## src/rtl/booth_seq_ctrl_pkg.sv

```systemverilog
// Shared types and helpers for the radix-2 Booth multiply sequencer.
// State encodings, AddSub op codes, Booth pair codes and the overflow rule.
package booth_seq_ctrl_pkg;

   typedef enum logic [1:0] {
      S_IDLE = 2'd0,
      S_EXAM = 2'd1,
      S_WAIT = 2'd2,
      S_DONE = 2'd3
   } state_t;

   localparam logic OP_ADD = 1'b0;
   localparam logic OP_SUB = 1'b1;

   // Booth pair codes, indexed as {Q[0], Q_1}
   localparam logic [1:0] PAIR_NOP0 = 2'b00;
   localparam logic [1:0] PAIR_ADD  = 2'b01;
   localparam logic [1:0] PAIR_SUB  = 2'b10;
   localparam logic [1:0] PAIR_NOP1 = 2'b11;

   function automatic int clog2_min1(input int n);
      return ($clog2(n) < 1) ? 1 : $clog2(n);
   endfunction

   // Subtract is a + ~b + 1, so the effective sign of b flips for OP_SUB.
   function automatic logic addsub_ovf(input logic a_s, input logic b_s,
                                       input logic op, input logic o_s);
      logic b_eff;
      b_eff = b_s ^ op;
      return (a_s == b_eff) && (o_s != a_s);
   endfunction

endpackage

```

## src/rtl/booth_seq_ctrl_if.sv

```systemverilog
// Operand/result handshake plus the external AddSub port bundle.
// The sequencer uses the slave modport; the wrapper/AddSub side uses master.
interface booth_seq_ctrl_if #(
   parameter int WIDTH = 4
);
   logic               start;
   logic               ready;
   logic               busy;
   logic [WIDTH-1:0]   multiplicand;
   logic [WIDTH-1:0]   multiplier;
   logic [2*WIDTH-1:0] product;
   logic               done;
   logic [WIDTH-1:0]   as_a;
   logic [WIDTH-1:0]   as_b;
   logic               as_ctrl;
   logic [WIDTH-1:0]   as_o;

   modport slave (
      input  start, multiplicand, multiplier, as_o,
      output ready, busy, product, done, as_a, as_b, as_ctrl
   );

   modport master (
      output start, multiplicand, multiplier, as_o,
      input  ready, busy, product, done, as_a, as_b, as_ctrl
   );
endinterface

```

## src/rtl/booth_shift_step.sv

```systemverilog
// One Booth arithmetic right shift of {A,Q,Q_1}, optionally taking A from the AddSub sum.
// The new A sign comes from the sum sign corrected by overflow, keeping the result exact.
module booth_shift_step #(
   parameter int WIDTH = 4
) (
   input  logic [WIDTH-1:0] a_i,
   input  logic [WIDTH-1:0] q_i,
   input  logic             q1_i,
   input  logic [WIDTH-1:0] sum_i,
   input  logic             use_sum_i,
   input  logic             ovf_i,
   output logic [WIDTH-1:0] a_o,
   output logic [WIDTH-1:0] q_o,
   output logic             q1_o
);
   logic [WIDTH-1:0] a_src;
   logic             msb;

   always_comb begin
      a_src = a_i;
      msb   = a_i[WIDTH-1];
      if (use_sum_i) begin
         a_src = sum_i;
         msb   = sum_i[WIDTH-1] ^ ovf_i;
      end
   end

   genvar gi;
   generate
      for (gi = 0; gi < WIDTH - 1; gi++) begin : g_shift
         assign a_o[gi] = a_src[gi+1];
         assign q_o[gi] = q_i[gi+1];
      end
   endgenerate

   assign a_o[WIDTH-1] = msb;
   assign q_o[WIDTH-1] = a_src[0];
   assign q1_o         = q_i[0];

   // q1_i is consumed by the caller's pair decode; the shift itself discards it
   logic unused_q1;
   assign unused_q1 = q1_i;
endmodule

```

## src/rtl/booth_seq_ctrl.sv

```systemverilog
// Radix-2 Booth multiply sequencer driving an external AddSub unit one step at a time.
// ADD_LAT selects combinational (0) or pipelined AddSub timing via a WAIT state.
module booth_seq_ctrl
   import booth_seq_ctrl_pkg::*;
#(
   parameter int WIDTH   = 4,
   parameter int ADD_LAT = 1
) (
   input  logic             clk,
   input  logic             rst,
   booth_seq_ctrl_if.slave  ctrl_if
);
   localparam int CNT_W  = clog2_min1(WIDTH);
   localparam int WCNT_W = clog2_min1(ADD_LAT + 1);
   localparam logic [CNT_W-1:0]  CNT_LAST  = CNT_W'(WIDTH - 1);
   localparam logic [WCNT_W-1:0] WCNT_LOAD = WCNT_W'(ADD_LAT);

   state_t               state_q,   state_d;
   logic [WIDTH-1:0]     a_q,       a_d;
   logic [WIDTH-1:0]     q_q,       q_d;
   logic                 q1_q,      q1_d;
   logic [WIDTH-1:0]     m_q,       m_d;
   logic [CNT_W-1:0]     cnt_q,     cnt_d;
   logic [WCNT_W-1:0]    wcnt_q,    wcnt_d;
   logic                 op_q,      op_d;
   logic [2*WIDTH-1:0]   product_q, product_d;

   logic [1:0]           pair;
   logic                 exam_arith;
   logic                 exam_op;
   logic                 as_ctrl;
   logic                 ovf;
   logic                 use_sum;
   logic                 do_shift;
   logic [WIDTH-1:0]     sh_a;
   logic [WIDTH-1:0]     sh_q;
   logic                 sh_q1;

   always_ff @(posedge clk or posedge rst) begin
      if (rst) begin
         state_q   <= S_IDLE;
         a_q       <= '0;
         q_q       <= '0;
         q1_q      <= 1'b0;
         m_q       <= '0;
         cnt_q     <= '0;
         wcnt_q    <= '0;
         op_q      <= OP_ADD;
         product_q <= '0;
      end else begin
         state_q   <= state_d;
         a_q       <= a_d;
         q_q       <= q_d;
         q1_q      <= q1_d;
         m_q       <= m_d;
         cnt_q     <= cnt_d;
         wcnt_q    <= wcnt_d;
         op_q      <= op_d;
         product_q <= product_d;
      end
   end

   assign pair       = {q_q[0], q1_q};
   assign exam_arith = (pair == PAIR_ADD) || (pair == PAIR_SUB);
   assign exam_op    = (pair == PAIR_SUB) ? OP_SUB : OP_ADD;

   // During WAIT the op comes from a register so the AddSub inputs stay frozen
   always_comb begin
      case (state_q)
         S_EXAM:  as_ctrl = exam_op;
         S_WAIT:  as_ctrl = op_q;
         default: as_ctrl = OP_ADD;
      endcase
   end

   assign ovf = addsub_ovf(a_q[WIDTH-1], m_q[WIDTH-1], as_ctrl, ctrl_if.as_o[WIDTH-1]);

   booth_shift_step #(.WIDTH(WIDTH)) u_step (
      .a_i       (a_q),
      .q_i       (q_q),
      .q1_i      (q1_q),
      .sum_i     (ctrl_if.as_o),
      .use_sum_i (use_sum),
      .ovf_i     (ovf),
      .a_o       (sh_a),
      .q_o       (sh_q),
      .q1_o      (sh_q1)
   );

   always_comb begin
      state_d   = state_q;
      a_d       = a_q;
      q_d       = q_q;
      q1_d      = q1_q;
      m_d       = m_q;
      cnt_d     = cnt_q;
      wcnt_d    = wcnt_q;
      op_d      = op_q;
      product_d = product_q;
      use_sum   = 1'b0;
      do_shift  = 1'b0;

      case (state_q)
         S_IDLE: begin
            if (ctrl_if.start) begin
               m_d     = ctrl_if.multiplicand;
               q_d     = ctrl_if.multiplier;
               a_d     = '0;
               q1_d    = 1'b0;
               cnt_d   = '0;
               state_d = S_EXAM;
            end
         end
         S_EXAM: begin
            if (!exam_arith) begin
               do_shift = 1'b1;
            end else if (ADD_LAT == 0) begin
               do_shift = 1'b1;
               use_sum  = 1'b1;
            end else begin
               op_d    = exam_op;
               wcnt_d  = WCNT_LOAD;
               state_d = S_WAIT;
            end
         end
         S_WAIT: begin
            wcnt_d = wcnt_q - WCNT_W'(1);
            if (wcnt_q == WCNT_W'(1)) begin
               do_shift = 1'b1;
               use_sum  = 1'b1;
            end
         end
         S_DONE: begin
            state_d = S_IDLE;
         end
         default: begin
            state_d = S_IDLE;
         end
      endcase

      // Product is loaded on the way into DONE so it is valid alongside the done pulse
      if (do_shift) begin
         a_d   = sh_a;
         q_d   = sh_q;
         q1_d  = sh_q1;
         cnt_d = cnt_q + CNT_W'(1);
         if (cnt_q == CNT_LAST) begin
            state_d   = S_DONE;
            product_d = {sh_a, sh_q};
         end else begin
            state_d   = S_EXAM;
         end
      end
   end

   assign ctrl_if.ready   = (state_q == S_IDLE);
   assign ctrl_if.busy    = (state_q != S_IDLE);
   assign ctrl_if.done    = (state_q == S_DONE);
   assign ctrl_if.product = product_q;
   assign ctrl_if.as_a    = a_q;
   assign ctrl_if.as_b    = m_q;
   assign ctrl_if.as_ctrl = as_ctrl;
endmodule

```

## src/flat_wrapper.sv

```systemverilog
// flat-port wrapper written by rule: the top's interface ports become plain ports
module booth_seq_ctrl_flat import booth_seq_ctrl_pkg::*;
#(
   parameter int WIDTH   = 4,
   parameter int ADD_LAT = 1
)
  (clk, rst, ctrl_if_start, ctrl_if_multiplicand, ctrl_if_multiplier, ctrl_if_as_o, ctrl_if_ready, ctrl_if_busy, ctrl_if_product, ctrl_if_done, ctrl_if_as_a, ctrl_if_as_b, ctrl_if_as_ctrl);
  booth_seq_ctrl_if #(.WIDTH(WIDTH)) ctrl_if_i ();
  input  logic clk;
  input  logic rst;
  input wire logic [$bits(ctrl_if_i.start)-1:0] ctrl_if_start;
  input wire logic [$bits(ctrl_if_i.multiplicand)-1:0] ctrl_if_multiplicand;
  input wire logic [$bits(ctrl_if_i.multiplier)-1:0] ctrl_if_multiplier;
  input wire logic [$bits(ctrl_if_i.as_o)-1:0] ctrl_if_as_o;
  output wire logic [$bits(ctrl_if_i.ready)-1:0] ctrl_if_ready;
  output wire logic [$bits(ctrl_if_i.busy)-1:0] ctrl_if_busy;
  output wire logic [$bits(ctrl_if_i.product)-1:0] ctrl_if_product;
  output wire logic [$bits(ctrl_if_i.done)-1:0] ctrl_if_done;
  output wire logic [$bits(ctrl_if_i.as_a)-1:0] ctrl_if_as_a;
  output wire logic [$bits(ctrl_if_i.as_b)-1:0] ctrl_if_as_b;
  output wire logic [$bits(ctrl_if_i.as_ctrl)-1:0] ctrl_if_as_ctrl;
  assign ctrl_if_i.start = ctrl_if_start;
  assign ctrl_if_i.multiplicand = ctrl_if_multiplicand;
  assign ctrl_if_i.multiplier = ctrl_if_multiplier;
  assign ctrl_if_i.as_o = ctrl_if_as_o;
  assign ctrl_if_ready = ctrl_if_i.ready;
  assign ctrl_if_busy = ctrl_if_i.busy;
  assign ctrl_if_product = ctrl_if_i.product;
  assign ctrl_if_done = ctrl_if_i.done;
  assign ctrl_if_as_a = ctrl_if_i.as_a;
  assign ctrl_if_as_b = ctrl_if_i.as_b;
  assign ctrl_if_as_ctrl = ctrl_if_i.as_ctrl;
  booth_seq_ctrl #(.WIDTH(WIDTH), .ADD_LAT(ADD_LAT)) u_core (.clk(clk), .rst(rst), .ctrl_if(ctrl_if_i));
endmodule
```

## config.mk

```make
export PLATFORM = sky130hd
export DESIGN_NAME = booth_seq_ctrl_flat
export DESIGN_NICKNAME = d
export VERILOG_FILES = /design/src/rtl/booth_seq_ctrl_pkg.sv /design/src/rtl/booth_seq_ctrl_if.sv /design/src/rtl/booth_shift_step.sv /design/src/rtl/booth_seq_ctrl.sv /design/src/flat_wrapper.sv
export SDC_FILE = /design/constraint.sdc
export NUM_CORES = 1
export LEC_CHECK = 0
export BUFFER_PORTS_ARGS = -buffer_cell sky130_fd_sc_hd__buf_2
export CAP_MARGIN = 30
export CORE_MARGIN = 5
export CORE_UTILIZATION = 51
export CTS_BUF_LIST = sky130_fd_sc_hd__clkbuf_8
export DETAILED_ROUTE_END_ITERATION = 8
export GPL_ROUTABILITY_DRIVEN = 0
export PLACE_DENSITY = 0.87
export SLEW_MARGIN = 20
export SYNTH_ARGS = -nofsm -noshare
export SYNTH_HDL_FRONTEND = slang
export SYNTH_SLANG_ARGS = --single-unit
```

## constraint.sdc

```tcl
create_clock -name clk -period 2.26 [get_ports clk]
set_clock_uncertainty 0.1 [all_clocks]
set_input_delay 0 -clock clk [delete_from_list [all_inputs] [get_ports clk]]
set_output_delay 0 -clock clk [all_outputs]
set_load 0.02 [all_outputs]
```

* Word level (Yosys, flattened, before mapping)
Index checks and enable logic that the tools add are counted.
Storage, ports and cells: bits in registers 27, word-level logic and storage cells 65, ROM bits 0, RAM bits 0, latch bits 0, memories 0
Operators by class: add/subtract/negate cells 2, multipliers 0, eq/ne operators 11, bitwise gates (word level) 2, muxes and demuxes 27, reductions and logical operators 14, shift operators 0, magnitude comparators 0, div/mod/pow operators 0
Operator list (count):
- 4-bit two-way mux | 7
- 2-bit two-way mux | 7
- 2-bit AND reduction | 5
- 1-bit two-way mux | 9
- 2-bit == test (second input constant) | 4
- 2-bit nonzero test | 4
- 1-bit case mux with 2 select lines | 3
- 2-bit case mux with 3 select lines | 1
- 2-bit by 1-bit == test with 1-bit output (second input constant) | 2
- 4-bit nonzero test | 1
- 3-bit by 1-bit != test with 1-bit output (second input constant) | 1
- 3-bit by 2-bit != test with 1-bit output (second input constant) | 1
- 3-bit AND reduction | 1
- 2-bit by 1-bit adder with 2-bit output (second input constant) | 1
- 2-bit zero test | 1
- 2-bit by 1-bit != test with 1-bit output (second input constant) | 1
- 1-bit XOR | 2
- 1-bit == test | 1
- 1-bit logical AND | 1
- 1-bit logical OR | 1
- 1-bit != test | 1
- 1-bit subtractor (second input constant) | 1

* Longest topological paths before layout
Gate-level depths: netlist of the first run.
word-level depth 9, depth in mapped cells 7

* By module
Synthesis of the first run repeated with hierarchy kept, for this count alone.
Second synthesis, totals: cell total of the unflattened synthesis 127, area, all modules 1430.1 um2
By module, submodules not included:
- booth_seq_ctrl | area an instance 1330.0 um2, times used 1, cells an instance 115
- booth_shift_step | area an instance 100.1 um2, times used 1, cells an instance 12

* Worst setup path before layout of the first run
Ideal clock, no wire load.
kind flip-flop to flip-flop, start point reg u_core.state_q[0], end point reg u_core.product_q[7], in the netlist u_core.ctrl_if.product[7], cell stages (with the launch flop) 7, setup time 0.135 ns, buffers on the path 0, data arrival time 1.613 ns, setup slack 0.412 ns, period minus slack after synthesis 1.848 ns, path through dfrtp_1 inv_1 ha_1 a22oi_1 or3b_1 a31oi_1 o31ai_1
Between the ends: longest elaborated chain between the ends 7
Ends and longest elaborated chain:
- start, declared | RTL line booth_seq_ctrl.sv:18 | state_t state_q, state_d;
- start signal, assigned | RTL line booth_seq_ctrl.sv:51 | state_q <= state_d;
- 2-bit == test or 2-bit by 1-bit == test with 1-bit output (tied branches) | RTL line booth_seq_ctrl.sv:69, booth_seq_ctrl.sv:103
- 1-bit case mux with 2 select lines | RTL line booth_seq_ctrl.sv:69 | case (state_q)
- 1-bit XOR | RTL line booth_seq_ctrl_pkg.sv:29 | b_eff = b_s ^ op;
- 1-bit == test | RTL line booth_seq_ctrl_pkg.sv:30 | return (a_s == b_eff) && (o_s != a_s);
- 1-bit logical AND | RTL line booth_seq_ctrl_pkg.sv:30
- 1-bit XOR | RTL line booth_shift_step.sv:24 | msb = sum_i[WIDTH-1] ^ ovf_i;
- 1-bit two-way mux | RTL line booth_shift_step.sv:22 | if (use_sum_i) begin
- end signal, assigned | RTL line booth_seq_ctrl.sv:59 | product_q <= product_d;
- end, declared | RTL line booth_seq_ctrl.sv:26 | logic [2*WIDTH-1:0] product_q, product_d;
Parallel ways exist; a longest one is shown, timed or not. A chain may end at the register's enable or synchronous reset.

* Worst setup path after layout of the first run
Ends and elaborated chain as after synthesis.

==> results of run 1 <==
[how the worst min path moves through the flow]
stage	slack [ns]	to	from
CTS	0.18	u_core.state_q[1]	ctrl_if_start
detailed placement	-0.02	u_core.ctrl_if.as_b[2]	rst
floorplan	-0.05	u_core.cnt_q[0]	rst
finish	0.18	u_core.state_q[1]	ctrl_if_start
global route	0.19	u_core.state_q[1]	ctrl_if_start
global placement	-0.03	u_core.ctrl_if.product[3]	rst
[metal layers]
metal  global-route usage [%]  up-vias
li1                         -      547
met3                     3.56        4
met2                     35.8       30
met4                     7.74        0
met5                        0        -
met1                     24.1      553
[flip-flops by register name, summed over array words and instances, names as in the netlist]
name                    flops
u_core.cnt_q                2
u_core.ctrl_if.as_a         4
u_core.ctrl_if.as_b         4
u_core.ctrl_if.product      8
u_core.op_q                 1
u_core.q1_q                 1
u_core.q_q                  4
u_core.state_q              2
u_core.wcnt_q               1
[timing repair]
action                                  in CTS  in global routing
gates resized for setup                      0                  0
hold endpoints to repair                    43                  0
endpoints found under the setup margin       0                  0
buffers inserted                             0                  0
hold buffers                                13                  0
[tightest hold or removal path, delay by kind of cell]
kind	cells	cell delay [ns]
and+or+nand+nor	1	0.15
buffers and inverters	1	0.10
AOI/OAI and AO/OA	2	0.26
[power by group through the flow]
stage                     Clock, mW  Combinational [mW]  Sequential, mW
after floorplan                   0               0.849            1.00
after global placement            0                1.33           0.853
after detailed placement          0                1.42           0.870
after CTS                     0.284                1.44           0.864
after global routing          0.304                1.59           0.895
final                         0.283                1.44           0.869
[per-stage QoR]
stage | instances | hold slack, ns | instance area, um2
2_1_floorplan | 125 | -0.0473 | 1340
3_3_place_gp | 190 | -0.0331 | 1570
3_5_place_dp | 190 | -0.0232 | 1570
4_1_cts | 207 | 0.178 | 1750
5_1_grt | 207 | 0.191 | 1750
6_report | 207 | 0.178 | 1750
[synth_stat cells (all sizes together) (2+ instances only)]
cell | n | area, um2
nor2 | 6 | 22.5
ha | 7 | 87.6
dfrtp | 27 | 676
nand3 | 6 | 30.0
a21oi | 3 | 15.0
o31ai | 2 | 15.0
nor2b | 3 | 18.8
mux2i | 7 | 70.1
mux2 | 10 | 113
nand2 | 17 | 63.8
clkbuf | 3 | 11.3
inv | 6 | 22.5
o21ai | 11 | 55.1
[kinds of logic after synthesis]
family                     after synthesis  synth area share [%]
adders and majority gates                7                  6.54
muxes                                   17                  13.6
DFF                                     27                  50.5
and+or+nand+nor                         40                  14.6
buffers and inverters                   10                  2.90
AOI/OAI and AO/OA                       24                  11.9
[area by class of cell]
class	instances	area (um2)
Clock buffer	3	41.3
Clock inverter	1	7.51
Fill cell	180	753
Inverter	6	22.5
Multi-Input combinational cell	88	624
Sequential cell	27	676
Tap cell	30	37.5
Timing Repair Buffer	52	338
[placed cells by master (no fill, tap or decap), types with 2 or more instances in the layout]
master / n
mux2i_1: 7
clkbuf_8: 3
buf_2: 34
inv_1: 6
o31ai_1: 2
nand2_1: 17
dfrtp_1: 27
nor2_1: 6
mux2_2: 10
o21ai_0: 11
nor2b_1: 3
nand3_1: 6
a21oi_1: 3
buf_4: 5
ha_1: 7
dlygate4sd3_1: 13
==> reports/results.tsv, run 1 <==
metric	value	unit
status	complete, no violations	
max_cap_viol_count	0	
crit_path_cell_trace	inv_1 > ha_1 > a22oi_1 > or3b_1 > a31oi_1 > o31ai_1	
die-area	0.00375	mm2
die_w	61.2	um
wl	3400	um
grt_usage	20.1	%
ys_ff_latch	27	
worst-path-buf-inv	1	
clock-sinks	27	
fin_crit_sh	94.3	%
seqPwrFrac	33.6	%
drcViolationCount	0	
initial_utilization	53.6	%
tns	0	ns
clockPowerShare	10.9	%
sw_frac_of_total	45.3	%
synth_nets	147	
endpoint_kind	flip-flop	
chipHeight	61.2	um
ys.flop_type	dfrtp_1	
synth-edff-count	0	
n_antenna_cell	0	
ir_drop	0.906	mV
dr.pass1.iters	4	
htree_levels	1	
numCtsBuffers	3	
grt_pass1_vias	1245	
core_area	0.00250	mm2
clk_latency	0.28	ns
fin_nets	200	
powerDensity	1480	mW/mm2
path_clk_slew	0.10	ns
overflow	0	
wl_met1	1400	um
finalSetupViolations	0	
ant_nets	0	
drive_gt1_share	31.1	%
antenna_found_initial	0	
intPower	1.42	mW
p_leak	0.865	nW
final_core_util	69.9	%
critPathTopFamily	compound AO/OA/AOI/OAI gates	
wl_per_cell	16.4	um
start_kind	flip-flop	
worstRegToRegCells	6	
met3_length	139	um
rows	18	
synth_area_per_cell	10.7	um2
cp_slowest_stage_delay	0.44	ns
cts-root-buf	clkbuf_8	
power_switching	1.17	mW
yosys_warnings	0	
areaGrowthSynthToFinish	30.5	%
io_pins	35	
synthesis.area	0.00134	mm2
cp.depth	6	
arrival	2.19	ns
r2r_end	u_core.ctrl_if.product[7]	
required	2.31	ns
cts_max_path_buffers	2	
min_period	2.13	ns
cts_tree	built	
fin_ws	0.129	ns
finalHoldViolations	0	
hp-class	input port to flip-flop	
io_buffers	34	
tightest_slew	0.389	ns
post-place-ws	0.168	ns
rr_startpoint	u_core.state_q[0]	
fin_total_pwr	2.59	mW
dr_total_vias	1134	
seq_area_frac_synth	50.5	%
drt_iter0_drc	60	
grt_pass1_wl	5530	um
fmaxAchievable	469	MHz
hold_depth	4	
ys_types	30	
topRoutingLayerUsed	met4	
wl_met2	1820	um
synthCells	125	
crit_fanout	5	
post-dp-hpwl	2410	um
comb_power_share	55.5	%
critPathKind	flip-flop to flip-flop	
max_slew_margin	74.1	%
cp-endpoint	u_core.ctrl_if.product[7]	
critPathLaunch	u_core.state_q[0]	
worst_path_max_delay_cell	dfrtp_1	
r2r_slack	0.13	ns
grt_max_degree	28	
synth-async-reset-ratio	100	%
grt_setup_unrepaired	no	
slew_viol_final	0	
vias_per_cell	5.48	
No activity file was read; power rests on OpenSTA's default activity.
==> run 2, diff against run 1 <==
ABC_AREA = 1   (was not set)
PLACE_DENSITY = 0.88   (was 0.87)
==> run 2 against run 1 <==
Utilization is 1.9 points lower. First-iteration DRC count fell by 52%. Global-route usage fell by 3.0 points. Fmax is 23% higher. Synthesized cell count grew 24%. Register-to-register slack improved by 0.39 ns. Via count grew 1.1%. Clock power down 6%. Sequential share of layout area up 1.4 points. Hold slack got worse by 0.15 ns. Sequential cell count did not move.
==> reports/results.tsv, run 2 <==
metric	value	unit	change
core_area	0.00248	mm2	-0.90%
tightest_slew	0.313	ns	-0.0759 ns
synth-edff-count	0		unchanged
drcViolationCount	0		unchanged
dr_total_vias	1146		+1.1%
r2r_end	u_core.q_q[3]		
arrival	1.78	ns	-0.41 ns
areaGrowthSynthToFinish	26.7	%	
vias_per_cell	4.92		-10%
grt_max_degree	28		unchanged
synth.most_common_cell	nand2_1		
r2r_slack	0.52	ns	+0.39 ns
io_buffers	34		unchanged
hold_depth	3		-1
grt_setup_unrepaired	no		
drt_iter0_drc	29		-52%
ys.flop_type	dfrtp_1		
cp.depth	6		unchanged
p_leak	0.958	nW	+11%
holdWs	0.0260	ns	-0.152 ns
htree_levels	1		unchanged
ys_ff_latch	27		unchanged
dr.pass1.iters	4		unchanged
synth_top_area_share	50.8	%	+0.38 points
synth-async-reset-ratio	100	%	unchanged
antenna_found_initial	0		unchanged
cts_tree	built		
synth_area_per_cell	8.57	um2	-20%
synth_nets	177		+20%
placed_area	0.00153	mm2	-2.6%
powerDensity	1450	mW/mm2	-2.0%
fin_nets	226		+13%
status	complete, no violations		
finalHoldViolations	0		unchanged
post-dp-hpwl	2130	um	-11%
tns	0	ns	unchanged
ir_drop	0.954	mV	+5.3%
ant_nets	0		unchanged
hold_path_end	u_core.ctrl_if.product[3]		
worst_path_max_delay_cell	dfrtp_1		
rows	18		unchanged
die-area	0.00373	mm2	-0.62%
crit_path_cell_trace	inv_1 > ha_1 > nand2_1 > clkinv_1 > nand3_1 > o211ai_1		
endpoint_kind	flip-flop		
seq_area_frac_synth	50.8	%	+0.38 points
finalSetupViolations	0		unchanged
synthesis.area	0.00133	mm2	-0.75%
synthCells	155		+24%
fin_crit_sh	77.0	%	-17 points
overflow	0		unchanged
cp_slowest_stage_delay	0.43	ns	about the same
fmaxAchievable	575	MHz	+23%
max_slew_margin	78.9	%	+4.8 points
final_cell_mix	53 x nand2_1, 34 x buf_2, 27 x dfrtp_1, 19 x inv_1, 12 x nand3_1		
max_cap_viol_count	0		unchanged
wl	2830	um	-17%
min_period	1.74	ns	-0.391 ns
clk_latency	0.27	ns	about the same
path_clk_slew	0.09	ns	about the same
cts_setup_buffers	0		unchanged
min-delay-start	ctrl_if_as_o[0]		
cts_max_path_buffers	2		unchanged
n_antenna_cell	0		unchanged
hp-class	input port to flip-flop		
grt_pass1_vias	1112		-11%
ys_top_cells_by_count	53 x nand2_1, 27 x dfrtp_1, 19 x inv_1		
worstRegToRegCells	6		unchanged
drive_gt1_share	23.2	%	-7.9 points
synthTopCellsByArea	dfrtp_1 51%, nand2_1 15%, ha_1 6.6%		
io_pins	35		unchanged
synth_top_area_cell	dfrtp_1		
clock-sinks	27		unchanged
chipHeight	61.0	um	-0.31%
start_kind	flip-flop		
cts-root-buf	clkbuf_8		
grt_usage	17.1	%	-3.0 points
critPathTopFamily	flip-flops		
grt_pass1_wl	4710	um	-15%
crit_fanout	9		+4
required	2.30	ns	about the same
wl_per_cell	12.1	um	-26%
die_w	61.0	um	-0.31%
layout_commonest_cell	nand2_1		
finalNonFillerCells	233		+13%
ys_types	18		-40%
fin_area	0.00168	mm2	-3.6%
largest_reg_flops	8		unchanged
yosys_warnings	0		unchanged
numCtsBuffers	3		unchanged
slew_viol_final	0		unchanged
dp.cells	218		+15%
initial_utilization	53.6	%	+0.083 points
rr_startpoint	u_core.state_q[0]		
critPathKind	flip-flop to flip-flop		
worst-path-buf-inv	2		+1
[run 2: cell types whose count changed after synthesis, sizes merged, moves of 4 or more]
cell	previous run	this run
inv	6	20
mux2	10	0
mux2i	7	0
nand2	17	59
nand3	6	13
o21ai	11	15
[run 2: cell families (layout without fill, tap and decap cells)]
family          count (synthesis)  in the layout  share of synthesized area, %
compound gates                 23             23                          9.42
fa+ha+maj                       7              7                          6.59
buf+inv                        23             71                          7.16
flops                          27             27                          50.8
simple gates                   75             75                          26.0
[run 2: report_power, final]
group          switching [mW]  internal [mW]
Combinational           0.888          0.449
Sequential              0.139          0.706
Clock                   0.141          0.123
Total                    1.17           1.28
[run 2: per-stage QoR]
stage	utilization (%)	total power, mW	setup WS [ns]
6_report	68.0	2.45	0.521
5_1_grt	68.0	2.67	0.338
4_1_cts	68.0	2.47	0.517
3_5_place_dp	61.7	2.18	0.530
3_3_place_gp	61.7	2.15	0.554
2_1_floorplan	-	1.84	0.659
[run 2: area by class of cell]
class	count	area [um2]
Sequential cell	27	676
Fill cell	199	793
Clock inverter	1	5.00
Clock buffer	3	41.3
Inverter	21	78.8
Timing Repair Buffer	46	288
Multi-Input combinational cell	105	558
Tap cell	30	37.5
[run 2: how the worst max path moves through the flow]
stage / startpoint / end / slack [ns]
after floorplan: u_core.state_q[0] / u_core.q_q[3] / 0.66
after global placement: u_core.state_q[0] / u_core.q_q[0] / 0.55
after global routing: u_core.state_q[0] / u_core.q_q[3] / 0.34
after detailed placement: u_core.state_q[0] / u_core.q_q[3] / 0.53
after CTS: u_core.state_q[0] / u_core.q_q[3] / 0.52
final: u_core.state_q[0] / u_core.q_q[3] / 0.52
[run 2: per-layer routing]
metal | track usage (%) | wire length, um
met4 | 7.74 | 41
met1 | 21.0 | 1260
met3 | 2.73 | 101
met5 | 0 | 0
met2 | 29.6 | 1430
[run 2: repair_timing]
action,in CTS,in global routing
resized for setup,0,0
endpoints found under the hold margin,37,0
setup endpoints to repair,0,0
hold buffers,11,0
[run 2: worst min-delay path, delay by kind of cell]
kind            cells  cell delay [ns]
buf+inv             1             0.08
compound gates      2             0.28
